## src/rtl/cacheline_adapter_if.sv

```systemverilog
// cacheline_adapter_if: cache-side line port (dfp_*) and memory-side burst port (bmem_*)
// of the cache line adapter; slave is the adapter's view, master the environment's.
interface cacheline_adapter_if #(
  parameter int LINE_W = 256,
  parameter int BEAT_W = 64
);
  logic [31:0]       dfp_addr;
  logic              dfp_read;
  logic              dfp_write;
  logic [LINE_W-1:0] dfp_wdata;
  logic [LINE_W-1:0] dfp_rdata;
  logic              dfp_resp;
  logic [31:0]       bmem_addr;
  logic              bmem_read;
  logic              bmem_write;
  logic [BEAT_W-1:0] bmem_wdata;
  logic              bmem_ready;
  logic [31:0]       bmem_raddr;
  logic [BEAT_W-1:0] bmem_rdata;
  logic              bmem_rvalid;
  modport slave (
    input  dfp_addr, dfp_read, dfp_write, dfp_wdata,
    input  bmem_ready, bmem_raddr, bmem_rdata, bmem_rvalid,
    output dfp_rdata, dfp_resp, bmem_addr, bmem_read, bmem_write, bmem_wdata
  );
  modport master (
    output dfp_addr, dfp_read, dfp_write, dfp_wdata,
    output bmem_ready, bmem_raddr, bmem_rdata, bmem_rvalid,
    input  dfp_rdata, dfp_resp, bmem_addr, bmem_read, bmem_write, bmem_wdata
  );
endinterface

```

## src/rtl/cacheline_adapter.sv

```systemverilog
// cacheline_adapter: turns one cache line read/write-back into a BEATS-long burst on the
// memory bus, reassembling read beats into a registered line answered with a one-cycle resp.
module cacheline_adapter #(
  parameter int LINE_W = 256,
  parameter int BEAT_W = 64
) (
  input logic clk,
  input logic rst_n,
  cacheline_adapter_if.slave bus
);
  localparam int BEATS = LINE_W / BEAT_W;
  localparam int CNT_W = $clog2(BEATS);
  localparam logic [31:0] ALIGN_MASK = 32'(LINE_W / 8 - 1);
  typedef enum logic [2:0] {IDLE, RD_REQ, RD_DATA, WR_DATA, DONE} state_e;
  state_e            state_q, state_d;
  logic [CNT_W-1:0]  cnt_q, cnt_d;
  logic [31:0]       addr_q, addr_d;
  logic [LINE_W-1:0] wbuf_q, wbuf_d, line_q, line_d;
  logic              hit, last;
  // Only beats tagged with our own burst address count; strays from other requesters are dropped
  assign hit  = bus.bmem_rvalid && bus.bmem_raddr == addr_q;
  assign last = cnt_q == CNT_W'(BEATS - 1);
  always_ff @(posedge clk or negedge rst_n)
    if (!rst_n) state_q <= IDLE;
    else state_q <= state_d;
  always_comb begin
    state_d = state_q;
    unique case (state_q)
      IDLE:    state_d = bus.dfp_write ? WR_DATA : bus.dfp_read ? RD_REQ : IDLE;
      RD_REQ:  state_d = bus.bmem_ready ? RD_DATA : RD_REQ;
      RD_DATA: state_d = hit && last ? DONE : RD_DATA;
      WR_DATA: state_d = bus.bmem_ready && last ? DONE : WR_DATA;
      default: state_d = IDLE;
    endcase
  end
  always_comb begin
    cnt_d  = cnt_q;
    addr_d = addr_q;
    wbuf_d = wbuf_q;
    line_d = line_q;
    if (state_q == IDLE && (bus.dfp_write || bus.dfp_read)) begin
      addr_d = bus.dfp_addr & ~ALIGN_MASK;
      cnt_d  = '0;
    end
    if (state_q == IDLE && bus.dfp_write) wbuf_d = bus.dfp_wdata;
    if ((state_q == RD_DATA && hit) || (state_q == WR_DATA && bus.bmem_ready)) cnt_d = cnt_q + 1'b1;
    if (state_q == RD_DATA && hit) line_d[cnt_q*BEAT_W +: BEAT_W] = bus.bmem_rdata;
  end
  always_ff @(posedge clk or negedge rst_n)
    if (!rst_n) begin
      cnt_q  <= '0;
      addr_q <= '0;
      wbuf_q <= '0;
      line_q <= '0;
    end else begin
      cnt_q  <= cnt_d;
      addr_q <= addr_d;
      wbuf_q <= wbuf_d;
      line_q <= line_d;
    end
  always_comb begin
    bus.dfp_resp   = state_q == DONE;
    bus.dfp_rdata  = line_q;
    bus.bmem_read  = state_q == RD_REQ;
    bus.bmem_write = state_q == WR_DATA;
    bus.bmem_addr  = addr_q;
    bus.bmem_wdata = state_q == WR_DATA ? wbuf_q[cnt_q*BEAT_W +: BEAT_W] : '0;
  end
endmodule

```

## src/flat_wrapper.sv

```systemverilog
// flat-port wrapper written by rule: the top's interface ports become plain ports
module cacheline_adapter_flat 
#(
  parameter int LINE_W = 256,
  parameter int BEAT_W = 64
)
  (clk, rst_n, bus_dfp_addr, bus_dfp_read, bus_dfp_write, bus_dfp_wdata, bus_bmem_ready, bus_bmem_raddr, bus_bmem_rdata, bus_bmem_rvalid, bus_dfp_rdata, bus_dfp_resp, bus_bmem_addr, bus_bmem_read, bus_bmem_write, bus_bmem_wdata);
  cacheline_adapter_if #(.LINE_W(LINE_W), .BEAT_W(BEAT_W)) bus_i ();
  input logic clk;
  input logic rst_n;
  input wire logic [$bits(bus_i.dfp_addr)-1:0] bus_dfp_addr;
  input wire logic [$bits(bus_i.dfp_read)-1:0] bus_dfp_read;
  input wire logic [$bits(bus_i.dfp_write)-1:0] bus_dfp_write;
  input wire logic [$bits(bus_i.dfp_wdata)-1:0] bus_dfp_wdata;
  input wire logic [$bits(bus_i.bmem_ready)-1:0] bus_bmem_ready;
  input wire logic [$bits(bus_i.bmem_raddr)-1:0] bus_bmem_raddr;
  input wire logic [$bits(bus_i.bmem_rdata)-1:0] bus_bmem_rdata;
  input wire logic [$bits(bus_i.bmem_rvalid)-1:0] bus_bmem_rvalid;
  output wire logic [$bits(bus_i.dfp_rdata)-1:0] bus_dfp_rdata;
  output wire logic [$bits(bus_i.dfp_resp)-1:0] bus_dfp_resp;
  output wire logic [$bits(bus_i.bmem_addr)-1:0] bus_bmem_addr;
  output wire logic [$bits(bus_i.bmem_read)-1:0] bus_bmem_read;
  output wire logic [$bits(bus_i.bmem_write)-1:0] bus_bmem_write;
  output wire logic [$bits(bus_i.bmem_wdata)-1:0] bus_bmem_wdata;
  assign bus_i.dfp_addr = bus_dfp_addr;
  assign bus_i.dfp_read = bus_dfp_read;
  assign bus_i.dfp_write = bus_dfp_write;
  assign bus_i.dfp_wdata = bus_dfp_wdata;
  assign bus_i.bmem_ready = bus_bmem_ready;
  assign bus_i.bmem_raddr = bus_bmem_raddr;
  assign bus_i.bmem_rdata = bus_bmem_rdata;
  assign bus_i.bmem_rvalid = bus_bmem_rvalid;
  assign bus_dfp_rdata = bus_i.dfp_rdata;
  assign bus_dfp_resp = bus_i.dfp_resp;
  assign bus_bmem_addr = bus_i.bmem_addr;
  assign bus_bmem_read = bus_i.bmem_read;
  assign bus_bmem_write = bus_i.bmem_write;
  assign bus_bmem_wdata = bus_i.bmem_wdata;
  cacheline_adapter #(.LINE_W(LINE_W), .BEAT_W(BEAT_W)) u_core (.clk(clk), .rst_n(rst_n), .bus(bus_i));
endmodule
```

## config.mk

```make
export PLATFORM = sky130hd
export DESIGN_NAME = cacheline_adapter_flat
export DESIGN_NICKNAME = d
export VERILOG_FILES = /design/src/rtl/cacheline_adapter_if.sv /design/src/rtl/cacheline_adapter.sv /design/src/flat_wrapper.sv
export SDC_FILE = /design/constraint.sdc
export NUM_CORES = 1
export LEC_CHECK = 0
export ABC_AREA = 1
export CELL_PAD_IN_SITES_DETAIL_PLACEMENT = 0
export CELL_PAD_IN_SITES_GLOBAL_PLACEMENT = 1
export CORE_AREA = 8 8 286 288
export CTS_CLUSTER_SIZE = 16
export DETAILED_ROUTE_END_ITERATION = 12
export DIE_AREA = 0 0 294 296
export PLACE_DENSITY_LB_ADDON = 0.1
export SETUP_SLACK_MARGIN = 0.02
export SYNTH_ARGS = -nofsm -noshare
export SYNTH_HDL_FRONTEND = slang
export SYNTH_SLANG_ARGS = --single-unit
```

## constraint.sdc

```tcl
create_clock -name clk -period 3.4 [get_ports clk]
set_input_delay 0.34 -clock clk [delete_from_list [all_inputs] [get_ports clk]]
set_output_delay 0.34 -clock clk [all_outputs]
set_load 0.005 [all_outputs]
```

### Yosys cells after proc, flatten, opt, wreduce, memory -nomap -nowiden

Cells that the tools add are included.

| storage, ports and cells | value |
|---|---|
| flip-flop bits (word level) | 544 |
| input port bits | 390 |
| output and inout bits | 355 |
| logic and storage cells | 37 |

| operators by class | value |
|---|---|
| $add $sub $neg | 2 |
| equal/unequal tests | 6 |
| shift-type cells | 3 |
| mux-type cells | 10 |
| reductions and logical operators | 11 |

Operators by type and width:

| cell | count |
|---|---|
| $bwmux 256 | 1 |
| $shift 64x34->256 const A | 1 |
| $shiftx 256x9->64 | 1 |
| $shiftx 64x34->256 | 1 |
| $mux 64 | 1 |
| $neg 8->34 | 1 |
| $eq 32x32->1 | 1 |
| $pmux 3 s4 | 1 |
| $mux 3 | 3 |
| $logic_and 1x1->1 | 7 |
| $eq 3x2->1 const B | 2 |
| $mux 2 | 3 |
| $eq 3x1->1 const B | 1 |
| $eq 3x3->1 const B | 1 |
| $logic_not 3->1 | 1 |
| $add 2x1->2 const B | 1 |
| $eq 2x2->1 const B | 1 |
| $logic_or 1x1->1 | 2 |
| $reduce_bool 2->1 | 1 |
| $mux 1 | 1 |

### Depth between registers and ports, before layout

| logic depth | value |
|---|---|
| depth after elaboration | 5 |
| gate-level depth with buffers | 14 |
| gate-level depth less buffers | 12 |

### Worst setup path before layout

OpenSTA, ideal clock, no wires.

| path | value |
|---|---|
| path kind | register -> register |
| from | register u_core.cnt_q[0] |
| to | register u_core.line_q[186], in the netlist u_core.bus.dfp_rdata[186] |
| setup time | 0.117 ns |
| arrival time | 2.335 ns |
| data required time | 3.283 ns |
| path slack | 0.948 ns |
| stages on the path, launching flop included | 14 |
| buffers on the path | 5 |
| period minus slack after synthesis | 2.452 ns |
| cell sequence | dfrtp_1 -> buf_2 -> inv_2 -> buf_2 -> clkbuf_1 -> ha_1 -> buf_2 -> inv_2 -> nor2_1 -> nand2_1 -> clkbuf_1 -> nor2_1 -> nand4_1 -> nand2_1 |

| between the ends | value |
|---|---|
| word-level cells in the longest chain between the ends | 3 |
| elaborated cells on any way between the ends | 4 |
| classes of those cells | add/sub (1); shift (2); mux (1) |

RTL lines:

| what | RTL line | source |
|---|---|---|
| from (decl) | cacheline_adapter.sv:16 | `logic [CNT_W-1:0] cnt_q, cnt_d;` |
| from (signal assigned) | cacheline_adapter.sv:56 | `cnt_q <= cnt_d;` |
| $neg 8->34 * | cacheline_adapter.sv:47 | `if (state_q == RD_DATA && hit) line_d[cnt_q*BEAT_W +: BEAT_W] = bus.bmem_rdata;` |
| $shiftx 64x34->256 / $shift 64x34->256 (equally long branches) | cacheline_adapter.sv:47 |  |
| $bwmux 256 * | cacheline_adapter.sv:47 |  |
| to (signal assigned) | cacheline_adapter.sv:59 | `line_q <= line_d;` |
| to (decl) | cacheline_adapter.sv:18 | `logic [LINE_W-1:0] wbuf_q, wbuf_d, line_q, line_d;` |

Mark *: on every way between the ends. The rest lies on a longest branch, timed or not.
A chain may end at the register's enable or synchronous reset.

### Worst setup path after layout

| path | value |
|---|---|
| from | register u_core.cnt_q[0] |
| to | output bus_bmem_wdata[28] |

| between the ends | value |
|---|---|
| word-level cells in the longest chain between the ends | 2 |

RTL lines:

| what | RTL line | source |
|---|---|---|
| $shiftx 256x9->64 | cacheline_adapter.sv:67 | `bus.bmem_wdata = state_q == WR_DATA ? wbuf_q[cnt_q*BEAT_W +: BEAT_W] : '0;` |
| $mux 64 | cacheline_adapter.sv:67 |  |
| to (decl) | flat_wrapper.sv:24 | `output wire logic [$bits(bus_i.bmem_wdata)-1:0] bus_bmem_wdata;` |

Every way passes these cells.

==> run_results.csv <==
group,metric,value,unit
grt,met2_usage,0.409,
detailed_routing,dr.pass1.iters,6,
finish,fin_nets,3981,
grt,grt_pass1_vias,24272,
die,die_h,296,um
cts,clockBufferDepth,3,
cts,cts_tree,"done",
sta,min_period,3.24,ns
grt,overflow,0,
sta,finalHoldViolCount,0,
finish,finalNonFillerCells,4691,
synthesis,synth_mux_area_frac,0.111,
cts,h-tree-depth,3,
sta,slew_violations,0,
detailed_routing,routed_wl,108000,um
pwr,p_total,26200,uW
cts,root_buffer,"clkbuf_16",
synthesis,synth_area,26000,um^2
grt,use_met1,0.284,
synthesis,synth_top_cell_area_share,0.523,
synthesis,seq_area_frac_synth,0.523,
placed_design,dp.cells,4556,
synthesis,synth.avg_cell_area,8.85,um^2
pwr,ir_drop,467,uV
pwr,powerDensity,715,nW/um^2
synthesis,synth_edf_count,0,
grt,antenna_found_initial,35,
setup_path,cp.required,3.06,ns
cts,clk_pin_slew,0.06,ns
synthesis,synth-xor-area-share,0.000673,
grt,grt_usage,0.239,
synthesis,synthCells,2943,
synthesis,yosysWarnings,0,
setup_path,worstSetupPathType,"flip-flop to output port",
sta,fin_tns_setup,0,ns
die,initial_utilization,0.338,
sta,finalWorstSetupSlack,0.162,ns
sta,fin_crit_sh,0.952,
die,die_x,294,um
detailed_routing,routed-via-count,23627,
sta,slew_headroom,0.373,
grt,grt_max_degree,105,
synthesis,synth_area_leader_cell,"dfrtp_1",
synthesis,synth_top_family_by_area,"simple AND/OR/NAND/NOR gates",
detailed_routing,drt-wirelength-per-cell,23.1,um
cts,cts_buffers,66,
synthesis,ys_types,27,
die,coreArea,77000,um^2
pwr,p_leak,0.0169,uW
run,drv_cap,0,
finish,drive_gt1_frac,0.129,
grt,grt_use_met3,0.0712,
finish,layout_commonest_cell,"clkdlybuf4s50_1",
synthesis,ys_async_sr_fraction,1.00,
synthesis,synth_flop_cell,"dfrtp_1",
synthesis,synth_compound_area_frac,0.0441,
placed_design,place_ws,0.523,ns
synthesis,synthSimpleGateAreaFrac,0.253,
sta,fmax,309,MHz
die,io-pin-count,745,
die,dieArea,87000,um^2
detailed_routing,drc_errors,0,
synthesis,synthTopCellsByArea,"dfrtp_1, mux2_2, nand2_1",
setup_path,cp-end-kind,"output port",
sta,fin_skew,0.0238,ns
synthesis,synthAdderAreaFrac,0.00240,
setup_path,cp.arrival,2.90,ns
finish,areaGrowthSynthToFinish,40.7,%
placed_design,dpl.hpwl,76700,um
placed_design,gp_congestion,0.851,
sta,grt_setup_unrepaired,"true",
run_status,status,"finished, final reports clean",
cts,cts.sinks,544,
detailed_routing,ant_nets,0,
setup_path,startpoint_type,"flip-flop",
cts,post-cts-setup-buffers,0,
sta,tightest_slew,0.940,ns
cts,clk_latency,0.59,ns
sta,setup_viol,0,
detailed_routing,drtIter0Drc,1583,
finish,layout_common_cells,"clkdlybuf4s50_1, nand2_1, dfrtp_1",
grt,grt-busiest-layer,"met2",
synthesis,ys_ff_latch,544,
placed_design,portBuffers,734,
finish,final_util,0.476,
hold_path,hold_class,"input pin to async pin",
grt,grt_pass1_wl,160000,um
die,fp-row-count,102,
detailed_routing,viasPerCell,5.04,
setup_path,path_max_fanout,65,
==> worst max-delay path, cell delays in order, from the launching register on <==
cell             delay [ns]
dfrtp_4                0.67
inv_6                  0.26
buf_12                 0.30
o21ai_0                0.14
a21oi_1                0.34
clkdlybuf4s50_1        0.58
==> per-stage QoR <==
step	hold slack (ns)	instance area, um^2
detailed placement	0.379	34400
floorplan	0.0444	26000
CTS	0.284	36500
finish	0.304	36600
global route	0.298	36600
global placement	0.369	34400
==> cells in the mapped netlist (2+ instances only) <==
master    instances
a21oi_1          94
buf_1            24
buf_2            71
buf_4            17
buf_6            20
clkbuf_1        100
dfrtp_1         544
ha_1              5
inv_1           123
inv_2            22
mux2_2          256
nand2_1         667
nand3_1          16
nand3_4           3
nand3b_1          2
nand4_1         260
nor2_1          489
nor3_1           88
o21ai_0         132
o21ai_1           2
xnor2_1           2
==> worst paths after layout <==
path,startpoint,to,slack (ns),cells past startpoint
max,u_core.cnt_q[0],bus_bmem_wdata[28],0.16,5
min,rst_n,u_core.bus.dfp_rdata[52],0.30,2
max reg2reg,u_core.cnt_q[0],u_core.bus.dfp_rdata[4],0.56,8
min reg2reg,u_core.bus.dfp_rdata[175],u_core.bus.dfp_rdata[175],0.47,2
max in group asynchronous,rst_n,u_core.bus.dfp_rdata[160],1.93,4
min in group clk,bus_dfp_addr[7],u_core.bus.bmem_addr[7],0.33,3
==> flip-flops by register name, summed over array words and instances (netlist names) <==
signal,flops
u_core.bus.bmem_addr,27
u_core.cnt_q,2
u_core.state_q,3
u_core.wbuf_q,256
u_core.bus.dfp_rdata,256
==> timing repair <==
item                                   in CTS  in global routing
hold buffers                                1                  0
setup endpoints to repair                   4                 19
resized for setup                           2                  5
endpoints found under the hold margin      71                  0
gates cloned                                0                  1
==> routing by layer <==
metal,vias up,wire length [um],part of all wire
li1,11028,-,-
met1,11571,42700,0.39
met4,30,3820,0.035
met5,-,195,0.0018
met3,187,8490,0.078
met2,811,53100,0.49
==> final cells by class <==
| cell class | count | area (um^2) |
|---|---|---|
| clock buffers | 96 | 1970 |
| repair buffers | 803 | 8150 |
| fillers | 7369 | 40300 |
| flip-flops and latches | 544 | 13600 |
| well taps | 1040 | 1300 |
| multi-input cells | 2026 | 10800 |
| clock inverters | 18 | 201 |
| inverters | 145 | 549 |
| diodes | 19 | 47.5 |
==> power breakdown <==
group | switching [uW] | internal, uW
logic | 5690 | 4130
registers | 988 | 8230
clock network | 2840 | 4310
total | 9520 | 16700
==> kinds of logic after synthesis <==
group	Yosys count
muxes	256
xor gates and xnor gates	2
other	1
buffers and inverters	377
adders and majority gates	5
DFF	544
AOI/OAI and AO/OA	229
and+or+nand+nor	1529
(Power assumes the default switching activity.)
